===== src/rtl/assert_enable_ctrl_if.sv =====
// Bus bundle for assert_enable_ctrl. It carries the arm/stop control, the
// configuration, the per-channel checker results and the status outputs.
interface assert_enable_ctrl_if #(
  parameter int NUM_CHK = 4,
  parameter int CNT_W   = 8,
  parameter int HOLD_W  = 8
);
  logic               arm;
  logic               stop;
  logic [HOLD_W-1:0]  cfg_holdoff;
  logic [NUM_CHK-1:0] cfg_mask;
  logic [CNT_W-1:0]   cfg_fail_limit;
  logic [NUM_CHK-1:0] chk_valid;
  logic [NUM_CHK-1:0] chk_pass;
  logic [NUM_CHK-1:0] chk_en;
  logic [CNT_W-1:0]   pass_cnt;
  logic [CNT_W-1:0]   fail_cnt;
  logic [NUM_CHK-1:0] fail_flags;
  logic [1:0]         state;
  logic               halted;

  modport slave (
    input  arm, stop, cfg_holdoff, cfg_mask, cfg_fail_limit, chk_valid, chk_pass,
    output chk_en, pass_cnt, fail_cnt, fail_flags, state, halted
  );

  modport master (
    output arm, stop, cfg_holdoff, cfg_mask, cfg_fail_limit, chk_valid, chk_pass,
    input  chk_en, pass_cnt, fail_cnt, fail_flags, state, halted
  );
endinterface


===== src/rtl/assert_enable_ctrl.sv =====
// Sequenced enable source for a bank of checker channels: arm, hold-off, armed
// counting with saturating pass/fail totals, sticky fail flags, halt on fail limit.
module assert_enable_lane (
  input  logic valid,
  input  logic pass,
  input  logic en,
  output logic hit_p,
  output logic hit_f
);
  assign hit_p = valid &  pass & en;
  assign hit_f = valid & ~pass & en;
endmodule

module assert_enable_ctrl #(
  parameter int NUM_CHK = 4,
  parameter int CNT_W   = 8,
  parameter int HOLD_W  = 8
) (
  input  logic                 clk,
  input  logic                 rst,
  assert_enable_ctrl_if.slave  bus
);
  typedef enum logic [1:0] {IDLE = 2'd0, HOLDOFF = 2'd1, ARMED = 2'd2, HALTED = 2'd3} state_e;

  state_e             state_q, state_d;
  logic [HOLD_W-1:0]  hold_q, hold_d;
  logic [NUM_CHK-1:0] mask_q, mask_d;
  logic [CNT_W-1:0]   limit_q, limit_d;
  logic [CNT_W-1:0]   pass_q, pass_d;
  logic [CNT_W-1:0]   fail_q, fail_d;
  logic [NUM_CHK-1:0] flags_q, flags_d;

  logic [NUM_CHK-1:0] en, hit_p, hit_f;
  logic [CNT_W:0]     pcnt_p, pcnt_f, pass_sum, fail_sum;
  logic [CNT_W-1:0]   pass_sat, fail_sat;

  // Outside ARMED the enables are zero, so the hit vectors are zero as well.
  assign en = (state_q == ARMED) ? ~mask_q : '0;

  for (genvar g = 0; g < NUM_CHK; g++) begin : g_lane
    assert_enable_lane u_lane (
      .valid (bus.chk_valid[g]),
      .pass  (bus.chk_pass[g]),
      .en    (en[g]),
      .hit_p (hit_p[g]),
      .hit_f (hit_f[g])
    );
  end

  always_comb begin
    pcnt_p = '0;
    pcnt_f = '0;
    for (int i = 0; i < NUM_CHK; i++) begin
      pcnt_p = pcnt_p + {{CNT_W{1'b0}}, hit_p[i]};
      pcnt_f = pcnt_f + {{CNT_W{1'b0}}, hit_f[i]};
    end
    pass_sum = {1'b0, pass_q} + pcnt_p;
    fail_sum = {1'b0, fail_q} + pcnt_f;
    pass_sat = pass_sum[CNT_W] ? '1 : pass_sum[CNT_W-1:0];
    fail_sat = fail_sum[CNT_W] ? '1 : fail_sum[CNT_W-1:0];
  end

  always_comb begin
    state_d = state_q;
    hold_d  = hold_q;
    mask_d  = mask_q;
    limit_d = limit_q;
    pass_d  = pass_q;
    fail_d  = fail_q;
    flags_d = flags_q;
    case (state_q)
      IDLE: begin
        if (bus.arm && !bus.stop) begin
          mask_d  = bus.cfg_mask;
          limit_d = bus.cfg_fail_limit;
          hold_d  = bus.cfg_holdoff;
          pass_d  = '0;
          fail_d  = '0;
          flags_d = '0;
          state_d = (bus.cfg_holdoff != '0) ? HOLDOFF : ARMED;
        end
      end
      HOLDOFF: begin
        if (bus.stop) begin
          state_d = IDLE;
        end else if (hold_q <= HOLD_W'(1)) begin
          hold_d  = '0;
          state_d = ARMED;
        end else begin
          hold_d = hold_q - HOLD_W'(1);
        end
      end
      ARMED: begin
        pass_d  = pass_sat;
        fail_d  = fail_sat;
        flags_d = flags_q | hit_f;
        // The saturated total still compares, so an all-ones limit stays reachable.
        if (bus.stop)
          state_d = IDLE;
        else if (limit_q != '0 && fail_sat >= limit_q)
          state_d = HALTED;
      end
      HALTED: begin
        if (bus.stop) state_d = IDLE;
      end
      default: state_d = IDLE;
    endcase
  end

  always_ff @(posedge clk or posedge rst) begin
    if (rst) begin
      state_q <= IDLE;
      hold_q  <= '0;
      mask_q  <= '0;
      limit_q <= '0;
      pass_q  <= '0;
      fail_q  <= '0;
      flags_q <= '0;
    end else begin
      state_q <= state_d;
      hold_q  <= hold_d;
      mask_q  <= mask_d;
      limit_q <= limit_d;
      pass_q  <= pass_d;
      fail_q  <= fail_d;
      flags_q <= flags_d;
    end
  end

  assign bus.chk_en     = en;
  assign bus.pass_cnt   = pass_q;
  assign bus.fail_cnt   = fail_q;
  assign bus.fail_flags = flags_q;
  assign bus.state      = state_q;
  assign bus.halted     = (state_q == HALTED);
endmodule


===== src/flat_wrapper.sv =====
// flat-port wrapper written by rule: the top's interface ports become plain ports
module assert_enable_ctrl_flat 
#(
  parameter int NUM_CHK = 4,
  parameter int CNT_W   = 8,
  parameter int HOLD_W  = 8
)
  (clk, rst, bus_arm, bus_stop, bus_cfg_holdoff, bus_cfg_mask, bus_cfg_fail_limit, bus_chk_valid, bus_chk_pass, bus_chk_en, bus_pass_cnt, bus_fail_cnt, bus_fail_flags, bus_state, bus_halted);
  assert_enable_ctrl_if #(.NUM_CHK(NUM_CHK), .CNT_W(CNT_W), .HOLD_W(HOLD_W)) bus_i ();
  input  logic clk;
  input  logic rst;
  input wire logic [$bits(bus_i.arm)-1:0] bus_arm;
  input wire logic [$bits(bus_i.stop)-1:0] bus_stop;
  input wire logic [$bits(bus_i.cfg_holdoff)-1:0] bus_cfg_holdoff;
  input wire logic [$bits(bus_i.cfg_mask)-1:0] bus_cfg_mask;
  input wire logic [$bits(bus_i.cfg_fail_limit)-1:0] bus_cfg_fail_limit;
  input wire logic [$bits(bus_i.chk_valid)-1:0] bus_chk_valid;
  input wire logic [$bits(bus_i.chk_pass)-1:0] bus_chk_pass;
  output wire logic [$bits(bus_i.chk_en)-1:0] bus_chk_en;
  output wire logic [$bits(bus_i.pass_cnt)-1:0] bus_pass_cnt;
  output wire logic [$bits(bus_i.fail_cnt)-1:0] bus_fail_cnt;
  output wire logic [$bits(bus_i.fail_flags)-1:0] bus_fail_flags;
  output wire logic [$bits(bus_i.state)-1:0] bus_state;
  output wire logic [$bits(bus_i.halted)-1:0] bus_halted;
  assign bus_i.arm = bus_arm;
  assign bus_i.stop = bus_stop;
  assign bus_i.cfg_holdoff = bus_cfg_holdoff;
  assign bus_i.cfg_mask = bus_cfg_mask;
  assign bus_i.cfg_fail_limit = bus_cfg_fail_limit;
  assign bus_i.chk_valid = bus_chk_valid;
  assign bus_i.chk_pass = bus_chk_pass;
  assign bus_chk_en = bus_i.chk_en;
  assign bus_pass_cnt = bus_i.pass_cnt;
  assign bus_fail_cnt = bus_i.fail_cnt;
  assign bus_fail_flags = bus_i.fail_flags;
  assign bus_state = bus_i.state;
  assign bus_halted = bus_i.halted;
  assert_enable_ctrl #(.NUM_CHK(NUM_CHK), .CNT_W(CNT_W), .HOLD_W(HOLD_W)) u_core (.clk(clk), .rst(rst), .bus(bus_i));
endmodule

===== config.mk =====
export PLATFORM = sky130hd
export DESIGN_NAME = assert_enable_ctrl_flat
export DESIGN_NICKNAME = d
export VERILOG_FILES = /design/src/rtl/assert_enable_ctrl_if.sv /design/src/rtl/assert_enable_ctrl.sv /design/src/flat_wrapper.sv
export SDC_FILE = /design/constraint.sdc
export NUM_CORES = 1
export LEC_CHECK = 0
export BUFFER_PORTS_ARGS = -buffer_cell sky130_fd_sc_hd__buf_2
export CORE_UTILIZATION = 50
export DETAILED_ROUTE_END_ITERATION = 12
export PLACE_DENSITY = 0.75
export SETUP_SLACK_MARGIN = 0.5
export SYNTH_ARGS = -nofsm -noshare
export SYNTH_HDL_FRONTEND = slang
export SYNTH_SLANG_ARGS = --single-unit
export TNS_END_PERCENT = 50

===== constraint.sdc =====
create_clock -name clk -period 6.8 [get_ports clk]
set_input_delay 0.68 -clock clk [delete_from_list [all_inputs] [get_ports clk]]
set_output_delay 0.68 -clock clk [all_outputs]
set_load 0.03 [all_outputs]

# ---- Word-level counts from Yosys, hierarchy flattened
# Cells that the tools add are included.
dict set report classes {
  magnitude_cmp 2
  eq_ne 8
  n_addsub 9
  n_reduce_logical 12
  n_mux 20
  bitwise_logic 22
}
# op count
set op_table {}
lappend op_table {{8-bit 2-to-1 mux} 6}
lappend op_table {{8-bit one-hot mux with 2 select lines} 3}
lappend op_table {{9-bit by 1-bit adder with 9-bit output} 4}
lappend op_table {{8-bit by 9-bit adder with 9-bit output} 2}
lappend op_table {{1-bit AND} 16}
lappend op_table {{8-bit nonzero test} 2}
lappend op_table {{2-bit 2-to-1 mux} 7}
lappend op_table {{8-bit >= comparator} 1}
lappend op_table {{8-bit by 1-bit <= comparator with 1-bit output, second input constant} 1}
lappend op_table {{4-bit 2-to-1 mux} 2}
lappend op_table {{2-bit one-hot mux with 4 select lines} 1}
lappend op_table {{4-bit one-hot mux with 2 select lines} 1}
lappend op_table {{8-bit by 1-bit subtractor with 8-bit output, second input constant} 1}
lappend op_table {{1-bit by 1-bit adder with 2-bit output} 2}
lappend op_table {{2-bit == test, second input constant} 2}
lappend op_table {{2-bit inequality test, second input constant} 2}
lappend op_table {{1-bit NOT} 4}
lappend op_table {{4-bit NOT} 1}
lappend op_table {{4-bit bitwise OR} 1}
lappend op_table {{2-bit AND reduction} 2}
lappend op_table {{4-bit AND reduction} 1}
lappend op_table {{2-bit nonzero test} 2}
lappend op_table {{3-bit by 2-bit inequality test with 1-bit output, second input constant} 1}
lappend op_table {{3-bit inequality test, second input constant} 1}
lappend op_table {{other kinds (6)} 7}
dict set report word_totals {
  output_inout_bits 27
  ff_bits 42
  in_bits 32
  wordCells 80
}

# ---- Longest topological paths before layout
# Gate-level depths: netlist of the first run.
dict set report logic_depth {
  depth_word 13
  depth_mapped 19
  mapped_depth_nobuf 16
}

# ---- Cells and area by module
# Synthesis of the first run repeated with hierarchy kept, for this count alone.
dict set report hier_totals {
  hier_cells 290
  hier_area_um2 2593.7
}
# module seq_area_each_um2 area_each_um2 cells_each instances
set modules_own_cells {}
lappend modules_own_cells {assert_enable_ctrl 1051.0 2528.7 282 1}
lappend modules_own_cells {assert_enable_lane 0.0 16.3 2 4}

# ---- Worst setup path after synthesis of the first run
# OpenSTA, ideal clock, no wires.
dict set report synth_timing {
  path_type {register to register}
  from {register u_core.state_q[1] (netlist: u_core.bus.state[1])}
  to {register u_core.state_q[0] (netlist: u_core.bus.state[0])}
  t_required_ns 6.669
  stages_incl_launch_ff 20
  arrival_time_ns 4.371
  setup_ns 0.131
  path_buffers 3
  synth_period_minus_slack_ns 4.502
  path_slack_ns 2.298
  cell_sequence {dfrtp_1 > clkbuf_1 > nand2b_1 > clkbuf_1 > nor4b_1 > ha_1 > inv_1 > fa_1 > inv_1 > ha_1 > fa_1 > a21oi_1 > or4_1 > clkbuf_1 > nor2b_1 > ha_1 > nand2b_1 > a2111o_1 > o2111ai_1 > a211oi_1}
}
dict set report synth_between {
  elab_chain_cells 12
  word_cells_on_any_way 22
  cone_classes {4 x add/sub; 1 x order compare; 7 x eq/ne; 3 x mux; 4 x bitwise; 3 x reduce/logical}
}
# item line_no
set synth_lines {}
lappend synth_lines {{start, declared} assert_enable_ctrl.sv:25} ;# state_e state_q, state_d;
lappend synth_lines {{start signal, assigned} assert_enable_ctrl.sv:120} ;# state_q <= state_d;
lappend synth_lines {{2-bit == test} {assert_enable_ctrl.sv:38, assert_enable_ctrl.sv:71}}
lappend synth_lines {{4-bit 2-to-1 mux} assert_enable_ctrl.sv:38} ;# assign en = (state_q == ARMED) ? ~mask_q : '0;
lappend synth_lines {{1-bit AND} assert_enable_ctrl.sv:11} ;# assign hit_f = valid & ~pass & en;
lappend synth_lines {{1-bit by 1-bit adder with 2-bit output} assert_enable_ctrl.sv:55} ;# pcnt_f = pcnt_f + {{CNT_W{1'b0}}, hit_f[i]};
lappend synth_lines {{9-bit by 1-bit adder with 9-bit output (2 in series)} assert_enable_ctrl.sv:55}
lappend synth_lines {{8-bit by 9-bit adder with 9-bit output} assert_enable_ctrl.sv:58} ;# fail_sum = {1'b0, fail_q} + pcnt_f;
lappend synth_lines {{8-bit 2-to-1 mux} assert_enable_ctrl.sv:60} ;# fail_sat = fail_sum[CNT_W] ? '1 : fail_sum[CNT_W-1:0];
lappend synth_lines {{8-bit >= comparator} assert_enable_ctrl.sv:100} ;# else if (limit_q != '0 && fail_sat >= limit_q)
lappend synth_lines {{1-bit logical AND} assert_enable_ctrl.sv:100}
lappend synth_lines {{3-bit inequality test (no line)} --}
lappend synth_lines {{4-bit AND reduction (no line)} --}
# Parallel ways exist; a longest one is shown, timed or not.
# A chain may end at the register's enable or synchronous reset.

# ---- Worst setup path in the final report of the first run
dict set report layout_timing {
  from {register u_core.state_q[0] (netlist: u_core.bus.state[0])}
  to {register u_core.state_q[0] (netlist: u_core.bus.state[0])}
}
# Same word-level chain as after synthesis.

==> impl_metrics.csv, run 1 <==
group,metric,value,unit
status,status,"completed",
detailed_routing,via_count,2435,
global_routing,grt_pass1_vias,2252,
global_routing,grt-ovfl-total,0,
power_and_ir_drop,p_per_area,202,mW/mm^2
sta,skew,0.00799,ns
clock_tree,postCtsHoldBufs,0,
global_routing,antenna_found_initial,0,
global_routing,use_met3,4.31,%
layout,layout-drive-gt1-share,20.3,%
yosys,yosys_most_used_dff,"dfrtp_1",
worst_setup_path,slowest_delay,0.55,ns
layout,num-fill-cells,487,
sta,period_share,70.4,%
yosys,yosysSeqAreaShare,38.2,%
sta,drv_slew,0,
worst_setup_path,crit_buf_inv,2,
yosys,netlist_instances,309,
worst_setup_path,critPathMaxFanout,18,
yosys,yosysTopAreaCell,"dfrtp_1",
worst_setup_path,slowest_stage,"nor4b_1",
floorplanning,initial_core_util,52.9,%
yosys,avgSynthCellArea,8.90,sq um
worst_setup_path,crit_top_cell,"ha_1",
detailed_routing,drt_first_pass_iters,5,
yosys,yosys_warnings,0,
clock_tree,post_cts_buffers,0,
floorplanning,die_h,76.2,microns
layout,area_growth,13.8,%
power_and_ir_drop,peakVddDrop,0.119,mV
clock_tree,numCtsBuffers,5,
yosys,ys_ff_latch,42,
detailed_routing,avgViaCountPerCell,5.68,
yosys,synth_top_area_share,38.2,%
worst_setup_path,crit_type,"reg2reg",
floorplanning,core-area,0.00520,sq mm
hold_path,hold_path.class,"reg2reg",
sta,rsz0062_at_grt,"false",
detailed_routing,drc,0,
global_routing,grt_use_total,22.8,%
worst_setup_path,r2r_start,"u_core.bus.state[0]",
place,gp_congestion,0.860,
sta,max_slew_margin,21.9,%
clock_tree,cts_tree,"built",
worst_setup_path,cp-startpoint,"u_core.bus.state[0]",
worst_setup_path,reg2reg_to,"u_core.bus.state[0]",
detailed_routing,wl_per_cell,14.4,microns
detailed_routing,routed_wl,6180,microns
yosys,synth_cell_types,52,
worst_setup_path,cp-end-kind,"flop",
sta,tns,0,ns
worst_setup_path,r2r_slack,2.01,ns
yosys,synth_edf_count,0,
layout,nets,415,
place,post-dp-hpwl,4500,microns
clock_tree,clk_latency,0.30,ns
worst_setup_path,reg2regPathDepth,16,
worst_setup_path,cp_cell_sequence,"nand2b_1 > nor4b_1 > ha_1 > inv_1 > fa_1 > inv_1 > ha_1 > fa_1 > a21oi_1 > or4_1 > nor2b_1 > ha_1 > nand2b_1 > a2111o_1 > o2111ai_1 > a211oi_1",
layout,mostFrequentLayoutCells,"buf_2 (58), nand2_1 (42), dfrtp_1 (42), inv_1 (27), o21ai_0 (22)",
global_routing,grt_max_degree,43,
global_routing,grt_util_met2,34.1,%
detailed_routing,drt_iter0_markers,143,
worst_setup_path,cp-start-kind,"flop",
global_routing,busiest_layer,"met2",
worst_setup_path,worst-path-stages,16,
floorplanning,ios,59,
global_routing,use_met1,32.9,%
floorplanning,die_w,76.2,microns
flow_run,cap_violations,0,
sta,finalHoldViolations,0,
yosys,netlist_area,0.00275,sq mm
yosys,syn_nets,365,
sta,fmax,209,MHz
floorplanning,rows,26,
sta,tightest_slew,1.17,ns
sta,finalCriticalPeriod,4.79,ns
layout,n_antenna_cell,0,
global_routing,grt_first_pass_wirelength,10600,microns
yosys,yosys-top-cells-area,"dfrtp_1 (38%), ha_1 (9.1%), nand2_1 (5.7%)",
clock_tree,cts-root-buf,"clkbuf_8",
clock_tree,htreeDepth,2,
clock_tree,cts.repair.resized,0,
clock_tree,clockBufferDepth,2,
clock_tree,cts_sinks,42,
power_and_ir_drop,p_leak,1.66,nW
floorplanning,die-area,0.00580,sq mm
worst_setup_path,worst_ep_arrival_time,4.97,ns
worst_setup_path,worstSetupEndpoint,"u_core.bus.state[0]",
detailed_routing,antenna_left,0,
layout,mostFrequentLayoutCell,"buf_2",
sta,hold_ws,0.476,ns
worst_setup_path,cp.required,6.98,ns
clock_tree,cts.clk_slew.worst_paths,0.08,ns
power_and_ir_drop,total_power,0.631,mW
yosys,synthArstFlopShare,100,%
sta,setup_viol,0,
worst_setup_path,path_delay_family,"simple AND/OR/NAND/NOR gates",
place,numPortBuffers,58,
## through the flow
stage / cell area, sq um / setup WS (ns) / util (%) / cells
6_report: 3130 / 2.01 / 60.1 / 429
2_1_floorplan: 2750 / 2.30 / - / 309
5_1_grt: 3130 / 1.59 / 60.1 / 429
3_3_place_gp: 3050 / 2.21 / 58.6 / 422
4_1_cts: 3130 / 2.02 / 60.1 / 429
3_5_place_dp: 3050 / 2.05 / 58.6 / 422
## state kept, by name (all words and copies together), names as in the netlist
| signal | flops |
|---|---|
| u_core.mask_q | 4 |
| u_core.limit_q | 8 |
| u_core.hold_q | 8 |
| u_core.bus.fail_cnt | 8 |
| u_core.bus.state | 2 |
| u_core.bus.fail_flags | 4 |
| u_core.bus.pass_cnt | 8 |
## cells in the mapped netlist (6+ instances only)
cell	n
a21o_1	7
clkbuf_1	7
inv_1	27
nor4_1	7
dfrtp_1	42
and3_1	6
ha_1	20
nor2_1	19
o21ai_0	22
buf_4	6
nand2_1	42
nand3_1	6
a21oi_1	13
nand2b_1	6
## kinds of logic (layout without fill, tap and decap cells)
family | after synthesis | count (layout) | synth area share (%)
mux | 4 | 4 | 1.50
buf+inv | 43 | 93 | 6.78
fa+ha+maj | 24 | 24 | 12.0
simple gates | 111 | 111 | 20.1
flops | 42 | 42 | 38.2
compound gates | 83 | 83 | 20.7
xor+xnor | 2 | 2 | 0.637
## layout make-up
type                       instances  area (sq um)  share of cell area (%)
clock inverter                     2          10.0                   0.320
multi-input combinational        224          1510                    48.4
timing repair buffer              59           298                    9.51
tap                               70          87.6                    2.80
clock buffer                       5          68.8                    2.20
sequential                        42          1050                    33.6
inverter                          27           101                    3.24
## layer usage
layer / routed length (microns) / up-vias
met3: 355 / 4
li1: - / 1199
met1: 3060 / 1156
met4: 66 / 0
met5: 0 / -
met2: 2700 / 76
## how the worst min path moves through the flow
stage	cells past startpoint	endpoint	startpoint
floorplan	2	u_core.mask_q[3]	u_core.mask_q[3]
global placement	1	u_core.bus.fail_flags[2]	u_core.bus.fail_flags[2]
detailed placement	1	u_core.bus.fail_flags[2]	u_core.bus.fail_flags[2]
CTS	1	u_core.bus.fail_flags[2]	u_core.bus.fail_flags[2]
global route	1	u_core.bus.fail_flags[1]	u_core.bus.fail_flags[1]
finish	1	u_core.bus.fail_flags[2]	u_core.bus.fail_flags[2]
## power breakdown
part	leakage, nW	total [mW]	internal [mW]	switching (mW)
Combinational	1.06	0.163	0.0659	0.0969
Sequential	0.553	0.315	0.284	0.0308
Clock	0.0438	0.154	0.0690	0.0846
(Power assumes the default switching activity.)
==> inputs of run 2 (changes only) <==
--- a/config.mk
+++ b/config.mk
@@ -8,7 +8,7 @@
 export BUFFER_PORTS_ARGS = -buffer_cell sky130_fd_sc_hd__buf_2
 export CORE_UTILIZATION = 50
 export DETAILED_ROUTE_END_ITERATION = 12
-export PLACE_DENSITY = 0.75
+export PLACE_DENSITY = 0.78
 export SETUP_SLACK_MARGIN = 0.5
 export SYNTH_ARGS = -nofsm -noshare
 export SYNTH_HDL_FRONTEND = slang
==> constraint.sdc (replaced) <==
create_clock -name clk -period 4.3 [get_ports clk]
set_input_delay 0.43 -clock clk [delete_from_list [all_inputs] [get_ports clk]]
set_output_delay 0.43 -clock clk [all_outputs]
set_load 0.03 [all_outputs]
==> run 2 against run 1 <==
Routed wire length is 7.0% higher. Worst hold slack worse by 0.23 ns. Final area up 5.9%. Largest cell class unchanged. Sequential power rose by 59%. Combinational power is 64% higher. Critical endpoint unchanged. Maximum frequency up 26%. Final cell count rose by 1.9%. Global-route usage is 1.5 points higher. Largest power group unchanged. Clock skew grew 0.0034 ns. Via count rose by 3.4%. Critical path depth stayed put.
==> impl_metrics.csv, run 2 (synthesis gave the netlist of run 1 again) <==
group,metric,value,unit
layout,nets,422,
global_routing,busiest_layer,"met2",
clock_tree,cts-root-buf,"clkbuf_8",
detailed_routing,drt_iter0_markers,111,
sta,max_slew_margin,19.3,%
place,gp_congestion,0.855,
place,numPortBuffers,58,
global_routing,grt_use_total,24.3,%
clock_tree,numCtsBuffers,5,
floorplanning,die_h,76.2,microns
layout,layout-drive-gt1-share,26.4,%
sta,period_share,88.5,%
detailed_routing,avgViaCountPerCell,5.76,
floorplanning,die-area,0.00580,sq mm
detailed_routing,wl_per_cell,15.1,microns
global_routing,use_met3,3.47,%
clock_tree,cts.clk_slew.worst_paths,0.09,ns
global_routing,grt-ovfl-total,0,
layout,n_antenna_cell,0,
worst_setup_path,crit_buf_inv,2,
worst_setup_path,worst_ep_arrival_time,3.98,ns
global_routing,use_met1,32.6,%
floorplanning,core-area,0.00520,sq mm
sta,finalHoldViolations,0,
power_and_ir_drop,p_leak,1.73,nW
sta,fmax,263,MHz
detailed_routing,drc,0,
sta,finalCriticalPeriod,3.80,ns
flow_run,cap_violations,0,
worst_setup_path,crit_type,"reg2reg",
floorplanning,die_w,76.2,microns
power_and_ir_drop,total_power,1.08,mW
worst_setup_path,slowest_stage,"or4_4",
layout,mostFrequentLayoutCell,"buf_2",
power_and_ir_drop,p_per_area,325,mW/mm^2
worst_setup_path,slowest_delay,0.47,ns
global_routing,grt_max_degree,43,
worst_setup_path,critPathMaxFanout,7,
sta,setup_viol,0,
worst_setup_path,cp-start-kind,"flop",
floorplanning,initial_core_util,52.9,%
detailed_routing,antenna_left,0,
worst_setup_path,cp.required,4.47,ns
worst_setup_path,r2r_slack,0.50,ns
floorplanning,ios,59,
sta,drv_slew,0,
sta,rsz0062_at_grt,"true",
place,post-dp-hpwl,4540,microns
global_routing,grt_util_met2,39.8,%
floorplanning,rows,26,
global_routing,grt_pass1_vias,2340,
clock_tree,clk_latency,0.30,ns
worst_setup_path,path_delay_family,"adder cells",
clock_tree,cts_sinks,42,
detailed_routing,drt_first_pass_iters,5,
sta,tightest_slew,1.21,ns
clock_tree,clockBufferDepth,2,
global_routing,antenna_found_initial,0,
sta,hold_ws,0.242,ns
layout,mostFrequentLayoutCells,"buf_2 (58), nand2_1 (42), dfrtp_1 (40), inv_1 (25), o21ai_0 (21)",
hold_path,hold_path.class,"in2async",
sta,tns,0,ns
detailed_routing,via_count,2518,
clock_tree,cts_tree,"built",
layout,area_growth,20.5,%
layout,num-fill-cells,443,
sta,skew,0.0114,ns
worst_setup_path,cp_cell_sequence,"nand2b_4 > nor4b_4 > ha_1 > inv_2 > fa_1 > inv_2 > ha_4 > fa_2 > a21oi_2 > or4_4 > nor2b_4 > ha_1 > nand2b_1 > a2111o_1 > o2111ai_1 > a211oi_2",
global_routing,grt_first_pass_wirelength,11100,microns
detailed_routing,routed_wl,6610,microns
clock_tree,htreeDepth,2,
power_and_ir_drop,peakVddDrop,0.202,mV
worst_setup_path,cp-end-kind,"flop",
status,status,"completed",
==> run 2: final timing paths <==
path | from | cells after the start | end
max | u_core.bus.state[0] | 16 | u_core.bus.state[0]
min reg2reg | u_core.bus.fail_flags[1] | 1 | u_core.bus.fail_flags[1]
max in group asynchronous | rst | 3 | u_core.bus.state[0]
max reg2reg | u_core.bus.state[0] | 16 | u_core.bus.state[0]
min | rst | 3 | u_core.bus.pass_cnt[4]
min in group clk | bus_cfg_mask[1] | 3 | u_core.mask_q[1]
==> run 2: worst min-delay path, delay by kind of cell <==
family,cells,cell delay (ns)
buffers and inverters,3,0.57
==> run 2: timing repair <==
item | in CTS | in global routing
hold buffers | 0 | 0
setup buffers | 4 | 2
resized for setup | 1 | 6
pin swaps | 0 | 2
endpoints found under the setup margin | 1 | 2
==> run 2: report_power, final <==
part / total [mW] / switching [mW] / internal, mW
Clock: 0.309 / 0.138 / 0.171
Combinational: 0.268 / 0.159 / 0.110
Sequential: 0.501 / 0.0516 / 0.449
==> run 2: metrics by stage <==
stage / instances / worst slack (ns) / cell area [sq um] / util (%)
3_5_place_dp: 423 / 0.258 / 3130 / 60.0
5_1_grt: 437 / 0.260 / 3320 / 63.7
4_1_cts: 435 / 0.506 / 3270 / 62.8
6_report: 437 / 0.496 / 3320 / 63.7
2_1_floorplan: 309 / 0.374 / 2840 / -
3_3_place_gp: 423 / 0.373 / 3130 / 60.0
==> run 2: layer usage <==
layer	vias to the layer above	part of all wire, %
met1	1181	45
met5	-	0
met2	109	48
met4	0	1.5
met3	13	6.2
li1	1215	-
==> run 2: area by class of cell <==
class	instances	area [sq um]	area share, %
inverter	27	101	3.06
tap	70	87.6	2.64
clock inverter	3	40.0	1.21
timing repair buffer	66	350	10.6
clock buffer	5	68.8	2.08
multi-input combinational	224	1610	48.7
sequential	42	1050	31.8
